## src/rtl/alu_op_sequencer_pkg.sv

```systemverilog
// Shared types for the ALU command sequencer: opcodes, FSM states, the queued
// command record and the trap rule for commands that must not reach the ALU.
package alu_op_sequencer_pkg;

    localparam int ALU_W = 8;
    localparam logic [7:0] ALU_ERR_RESULT = 8'hFF;

    typedef enum logic [2:0] {
        ADD = 3'd0,
        SUB = 3'd1,
        MUL = 3'd2,
        DIV = 3'd3,
        MOD = 3'd4
    } opcode_t;

    typedef enum logic [1:0] {
        IDLE  = 2'd0,
        ISSUE = 2'd1,
        WAIT  = 2'd2,
        HOLD  = 2'd3
    } seq_state_t;

    // op is kept raw so that illegal encodings survive queueing and can be trapped.
    typedef struct packed {
        logic [ALU_W-1:0] a;
        logic [ALU_W-1:0] b;
        logic [2:0]       op;
    } alu_cmd_t;

    function automatic logic is_trap(input alu_cmd_t cmd);
        return (cmd.op > 3'(MOD)) ||
               (((cmd.op == 3'(DIV)) || (cmd.op == 3'(MOD))) && (cmd.b == '0));
    endfunction

endpackage

```

## src/rtl/alu_cmd_fifo.sv

```systemverilog
// Synchronous show-ahead FIFO of ALU commands; the head entry is visible on
// rd_data whenever the FIFO is not empty.
module alu_cmd_fifo
    import alu_op_sequencer_pkg::*;
#(
    parameter int DEPTH = 4
) (
    input  logic                   clock,
    input  logic                   reset,
    input  logic                   push,
    input  alu_cmd_t               wr_data,
    input  logic                   pop,
    output alu_cmd_t               rd_data,
    output logic                   full,
    output logic                   empty,
    output logic [$clog2(DEPTH):0] count
);

    localparam int AW = $clog2(DEPTH);

    alu_cmd_t       mem [DEPTH];
    logic [AW-1:0]  wr_ptr;
    logic [AW-1:0]  rd_ptr;
    logic           do_push;
    logic           do_pop;

    assign full    = (count == (AW+1)'(DEPTH));
    assign empty   = (count == '0);
    assign do_push = push && !full;
    assign do_pop  = pop && !empty;
    assign rd_data = mem[rd_ptr];

    // Pointers wrap naturally because DEPTH is a power of two.
    always_ff @(posedge clock or posedge reset) begin
        if (reset) begin
            wr_ptr <= '0;
            rd_ptr <= '0;
            count  <= '0;
        end else begin
            if (do_push) wr_ptr <= wr_ptr + AW'(1);
            if (do_pop)  rd_ptr <= rd_ptr + AW'(1);
            count <= count + (AW+1)'(do_push) - (AW+1)'(do_pop);
        end
    end

    always_ff @(posedge clock) begin
        if (do_push) mem[wr_ptr] <= wr_data;
    end

endmodule

```

## src/rtl/alu_op_sequencer.sv

```systemverilog
// Command stage in front of simple_alu: queues commands, issues one at a time,
// waits out the ALU latency and returns results in order, trapping bad commands.
module alu_op_sequencer
    import alu_op_sequencer_pkg::*;
#(
    parameter int DEPTH       = 4,
    parameter int ALU_LATENCY = 1,
    parameter int W           = ALU_W
) (
    input  logic                   clock,
    input  logic                   reset,
    input  logic                   in_valid,
    output logic                   in_ready,
    input  logic [W-1:0]           in_a,
    input  logic [W-1:0]           in_b,
    input  logic [2:0]             in_op,
    output logic                   alu_start,
    output logic [W-1:0]           alu_a,
    output logic [W-1:0]           alu_b,
    output logic [2:0]             alu_mode,
    input  logic [W-1:0]           alu_c,
    output logic                   out_valid,
    input  logic                   out_ready,
    output logic [W-1:0]           out_result,
    output logic [2:0]             out_op,
    output logic                   out_err,
    output logic [$clog2(DEPTH):0] fifo_count,
    output seq_state_t             state
);

    // Valid/ready: a transfer happens on a rising clock edge where both valid
    // and ready are high; valid never waits on ready, and payload is stable
    // while valid is high and the transfer has not yet happened.

    localparam int CNT_W = (ALU_LATENCY < 2) ? 1 : $clog2(ALU_LATENCY + 1);

    seq_state_t     state_q;
    seq_state_t     state_d;
    logic [CNT_W-1:0] wait_cnt;
    alu_cmd_t       head;
    alu_cmd_t       wr_cmd;
    logic           fifo_full;
    logic           fifo_empty;
    logic           pop;
    logic           push;
    logic           head_trap;

    assign in_ready  = !reset && !fifo_full;
    assign push      = in_valid && in_ready;
    assign wr_cmd    = '{a: ALU_W'(in_a), b: ALU_W'(in_b), op: in_op};
    assign head_trap = is_trap(head);
    assign state     = state_q;

    alu_cmd_fifo #(.DEPTH(DEPTH)) u_fifo (
        .clock   (clock),
        .reset   (reset),
        .push    (push),
        .wr_data (wr_cmd),
        .pop     (pop),
        .rd_data (head),
        .full    (fifo_full),
        .empty   (fifo_empty),
        .count   (fifo_count)
    );

    always_comb begin
        state_d   = state_q;
        pop       = 1'b0;
        alu_start = 1'b0;
        out_valid = 1'b0;
        case (state_q)
            IDLE: begin
                if (!fifo_empty) begin
                    pop     = 1'b1;
                    state_d = head_trap ? HOLD : ISSUE;
                end
            end
            ISSUE: begin
                alu_start = 1'b1;
                state_d   = WAIT;
            end
            WAIT: begin
                if (wait_cnt == CNT_W'(1)) state_d = HOLD;
            end
            HOLD: begin
                out_valid = 1'b1;
                if (out_ready) state_d = IDLE;
            end
            default: state_d = IDLE;
        endcase
    end

    always_ff @(posedge clock or posedge reset) begin
        if (reset) begin
            state_q    <= IDLE;
            wait_cnt   <= '0;
            alu_a      <= '0;
            alu_b      <= '0;
            alu_mode   <= '0;
            out_result <= '0;
            out_op     <= '0;
            out_err    <= 1'b0;
        end else begin
            state_q <= state_d;
            if (pop) begin
                alu_a    <= W'(head.a);
                alu_b    <= W'(head.b);
                alu_mode <= head.op;
                if (head_trap) begin
                    out_result <= W'(ALU_ERR_RESULT);
                    out_err    <= 1'b1;
                    out_op     <= head.op;
                end
            end
            if (state_q == ISSUE) wait_cnt <= CNT_W'(ALU_LATENCY);
            // alu_c is only trusted here: the ALU register itself has no reset.
            if (state_q == WAIT) begin
                wait_cnt <= wait_cnt - CNT_W'(1);
                if (wait_cnt == CNT_W'(1)) begin
                    out_result <= alu_c;
                    out_err    <= 1'b0;
                    out_op     <= alu_mode;
                end
            end
        end
    end

endmodule

```

## config.mk

```make
export PLATFORM = sky130hd
export DESIGN_NAME = alu_op_sequencer
export DESIGN_NICKNAME = d
export VERILOG_FILES = /design/src/rtl/alu_op_sequencer_pkg.sv /design/src/rtl/alu_cmd_fifo.sv /design/src/rtl/alu_op_sequencer.sv
export SDC_FILE = /design/constraint.sdc
export NUM_CORES = 1
export LEC_CHECK = 0
export ABC_AREA = 1
export CAP_MARGIN = 20
export CORE_AREA = 10 10 105 107
export CTS_CLUSTER_DIAMETER = 120
export CTS_CLUSTER_SIZE = 40
export DETAILED_ROUTE_END_ITERATION = 6
export DIE_AREA = 0 0 115 117
export GPL_TIMING_DRIVEN = 0
export PLACE_DENSITY_LB_ADDON = 0.05
export SLEW_MARGIN = 20
export SYNTH_ARGS = -nofsm -noshare
export SYNTH_HDL_FRONTEND = slang
export SYNTH_SLANG_ARGS = --single-unit
```

## constraint.sdc

```tcl
create_clock -name clock -period 3.1 [get_ports clock]
set_input_delay 0.775 -clock clock [delete_from_list [all_inputs] [get_ports clock]]
set_output_delay 0.775 -clock clock [all_outputs]
set_load 0.05 [all_outputs]
```

==> impl_metrics.yaml <==
timing:
  slew_viol_final: 0
  timing.hold.ws_ns: 0.484
  worst_slew_pin_slew_ns: 0.682
  finalHoldViolCount: 0
  fin_worst_skew_ns: 0.0101
  rsz0062_at_grt: "no"
  fmax_mhz: 330
  finalSetupViolations: 0
  timing.final.crit_share_pct: 97.6
  tns_ns: 0
  period_minus_slack_ns: 3.03
  maxSlewHeadroom_pct: 54.4
final_layout:
  area_delta_synth_final_pct: 30.5
  diodes: 0
  fin_nets: 555
  fillers: 695
  layout-drive-gt1-share_pct: 10.5
logic_synthesis:
  syn_area_sq_um: 4750
  synth_edf_count: 76
  synth.distinct_cells: 25
  synth-seq-cells: 117
  avgSynthCellArea_sq_um: 11.2
  yosys_most_used_dff: "edfxtp_1"
  synth_nets: 466
  synth_area_leaders: "edfxtp_1 (48%), dfrtp_1 (22%), nand2_1 (6.5%), nor2_1 (5.4%), o21ai_0 (3.4%)"
  yosysSeqAreaShare_pct: 69.7
  yosysWarningCount: 0
  ys_async_sr_fraction_pct: 35.0
  netlist.top_cell.by_area: "edfxtp_1"
  synth_most_common_cell: "nand2_1"
  synth_common_cells: "nand2_1 (82), edfxtp_1 (76), nor2_1 (68), dfrtp_1 (41), o21ai_0 (32)"
  synth_top_cell_area_share_pct: 48.1
  syn_inst: 423
grt:
  antenna_found_initial: 0
  grt_start_max_net_pins: 31
  grt_pass1_wl_mm: 16.4
  grt.overflow.total: 0
  track_usage_pct: 15.8
  grt_pass1_vias: 3207
detailed_routing:
  avgRoutedWirePerCell_um: 16.0
  firstDrtPassIters: 6
  detailroute.via_count: 3228
  wl_mm: 10.2
  ant_nets: 0
  first_iter_violations: 209
  drc_errors: 0
  viasPerCell: 5.08
placed_design:
  port_buffers: 69
  gp_congestion: 0.775
  post-dp-hpwl_mm: 6.63
power:
  p_leak_nw: 2.50
  p_per_area_nw_per_um2: 1160
  p_sw_share_pct: 41.2
  p_int_w: 0.00423
  power.switching_w: 0.00296
  ir_drop_uv: 582
  sequentialPowerShare_pct: 31.4
  pwr-share-comb_pct: 43.3
  clock_power_share_pct: 25.3
clocking:
  htreeDepth: 4
  clock-root-buffer: "clkbuf_8"
  insertion_delay_ns: 0.50
  ctsLongestPathBuffers: 2
  cts_resized: 0
  cts_tree: "built"
  cts_sinks: 117
  path_clk_slew_ns: 0.05
  cts_setup_buffers: 0
  numCtsBuffers: 17
  hold_buffers: 0
floorplan:
  die_h_um: 117
  fp.dieW_um: 115
  rows: 35
  core_area_sq_um: 9020
  ios: 70
  die-area_sq_um: 13500
  start_util_pct: 52.6
setup_path:
  critPathCaptureType: "primary output"
  cp.arrival_ns: 2.25
  crit_path_frequent_cell: "clkdlybuf4s50_1"
  start_kind: "primary input"
  crit_slowest_cell: "clkdlybuf4s50_1"
  critPathKind: "in -> out"
  crit_required_ns: 2.32
  r2r-start: "state[1]"
  critPathMaxFanout: 2
  cp_cell_sequence: "clkdlybuf4s50_1 > a31oi_1 > clkdlybuf4s50_1"
  cp_slowest_stage_delay_ns: 0.84
  path_delay_family: "buffers and inverters"
  setup.worst_path.start: "reset"
  path_buf_inv: 2
hold_path:
  hp-start: "alu_b[1]"
  hp-class: "reg -> reg"
status:
  status: "finished clean"
run:
  maxCapViolations: 0
==> worst min-delay path: stages, from the launching register on <==
cell and delay, ns:
dfrtp_1 0.34, nand2_1 0.05, o21ai_0 0.06
==> placed cells by master, fill, tap and decap left out, types with 2 or more instances in the layout <==
cell / synthesis / final
nand2_1: 82 / 82
edfxtp_1: 76 / 76
clkdlybuf4s50_1: 0 / 69
nor2_1: 68 / 64
dfrtp_1: 41 / 41
o21ai_0: 32 / 32
nand3_1: 29 / 29
inv_1: 30 / 29
clkbuf_16: 0 / 16
a31oi_1: 11 / 11
ha_1: 11 / 11
buf_2: 9 / 9
a21oi_1: 9 / 9
clkbuf_1: 5 / 7
clkinv_2: 0 / 5
inv_2: 3 / 4
xor2_1: 3 / 3
or2_2: 3 / 3
nor2_4: 0 / 3
clkbuf_8: 0 / 3
clkinvlp_4: 0 / 3
nand2_2: 2 / 2
bufinv_16: 0 / 2
==> registers in the layout (all words and copies together), names as in the netlist <==
register	cells
out_result	8
alu_mode	3
u_fifo.mem	76
wait_cnt	1
u_fifo.count	3
out_op	3
out_err	1
alu_a	8
u_fifo.rd_ptr	2
state	2
alu_b	8
u_fifo.wr_ptr	2
==> per-stage QoR <==
step                      setup WS [ns]  std cells  utilization (%)  instance area (sq um)  power, W
after floorplan                  -0.237        423                -                   4750   0.00440
after global placement           -0.493        603             61.8                   5580   0.00536
after detailed placement         0.0462        605             62.5                   5640   0.00544
after CTS                        0.0511        637             68.7                   6200   0.00726
after global routing             0.0200        636             68.7                   6200   0.00766
final                            0.0740        636             68.7                   6200   0.00719
==> cell type report <==
type / count / area (sq um) / area share [%]
Buffer: 16 / 82.6 / 1.33
Sequential cell: 117 / 3310 / 53.4
Timing Repair Buffer: 71 / 726 / 11.7
Clock inverter: 10 / 108 / 1.74
Multi-Input combinational cell: 255 / 1250 / 20.2
Inverter: 34 / 128 / 2.06
Clock buffer: 22 / 453 / 7.31
Tap cell: 111 / 139 / 2.24
==> metal layers <==
metal | routed length (um) | global-route usage, % | vias up
met1 | 4550 | 19.7 | 1531
met3 | 667 | 5.40 | 4
met2 | 4880 | 25.0 | 89
met5 | 0 | 0 | -
met4 | 65 | 5.45 | 0
li1 | - | - | 1604
==> kinds of logic (layout without fill, tap and decap cells) <==
| logic type | after synthesis | in the layout | synth area share (%) |
|---|---|---|---|
| buffers and inverters | 51 | 153 | 4.50 |
| adder cells (fa/ha/maj) | 12 | 12 | 3.32 |
| flip-flops | 117 | 117 | 69.7 |
| AND/OR/NAND/NOR | 185 | 185 | 15.7 |
| AO/OA/AOI/OAI | 54 | 54 | 6.11 |
| XOR/XNOR | 4 | 4 | 0.738 |
==> worst paths after layout <==
check | endpoint | slack [ns] | depth (start not counted)
setup / recovery | in_ready | 0.07 | 3
hold / removal | alu_b[1] | 0.48 | 2
setup reg to reg | u_fifo.count[2] | 0.43 | 11
hold reg to reg | alu_b[1] | 0.48 | 2
max in group asynchronous | alu_b[5] | 2.07 | 3
min in group asynchronous | u_fifo.count[1] | 0.57 | 2
==> power by group through the flow <==
stage / registers [W] / logic, W / clock network [W]
floorplan: 0.00303 / 0.00137 / 0
global placement: 0.00228 / 0.00308 / 0
detailed placement: 0.00229 / 0.00315 / 0
CTS: 0.00226 / 0.00316 / 0.00184
global route: 0.00230 / 0.00342 / 0.00194
finish: 0.00226 / 0.00311 / 0.00182
Note: power is estimated with default switching activity, not from simulation.
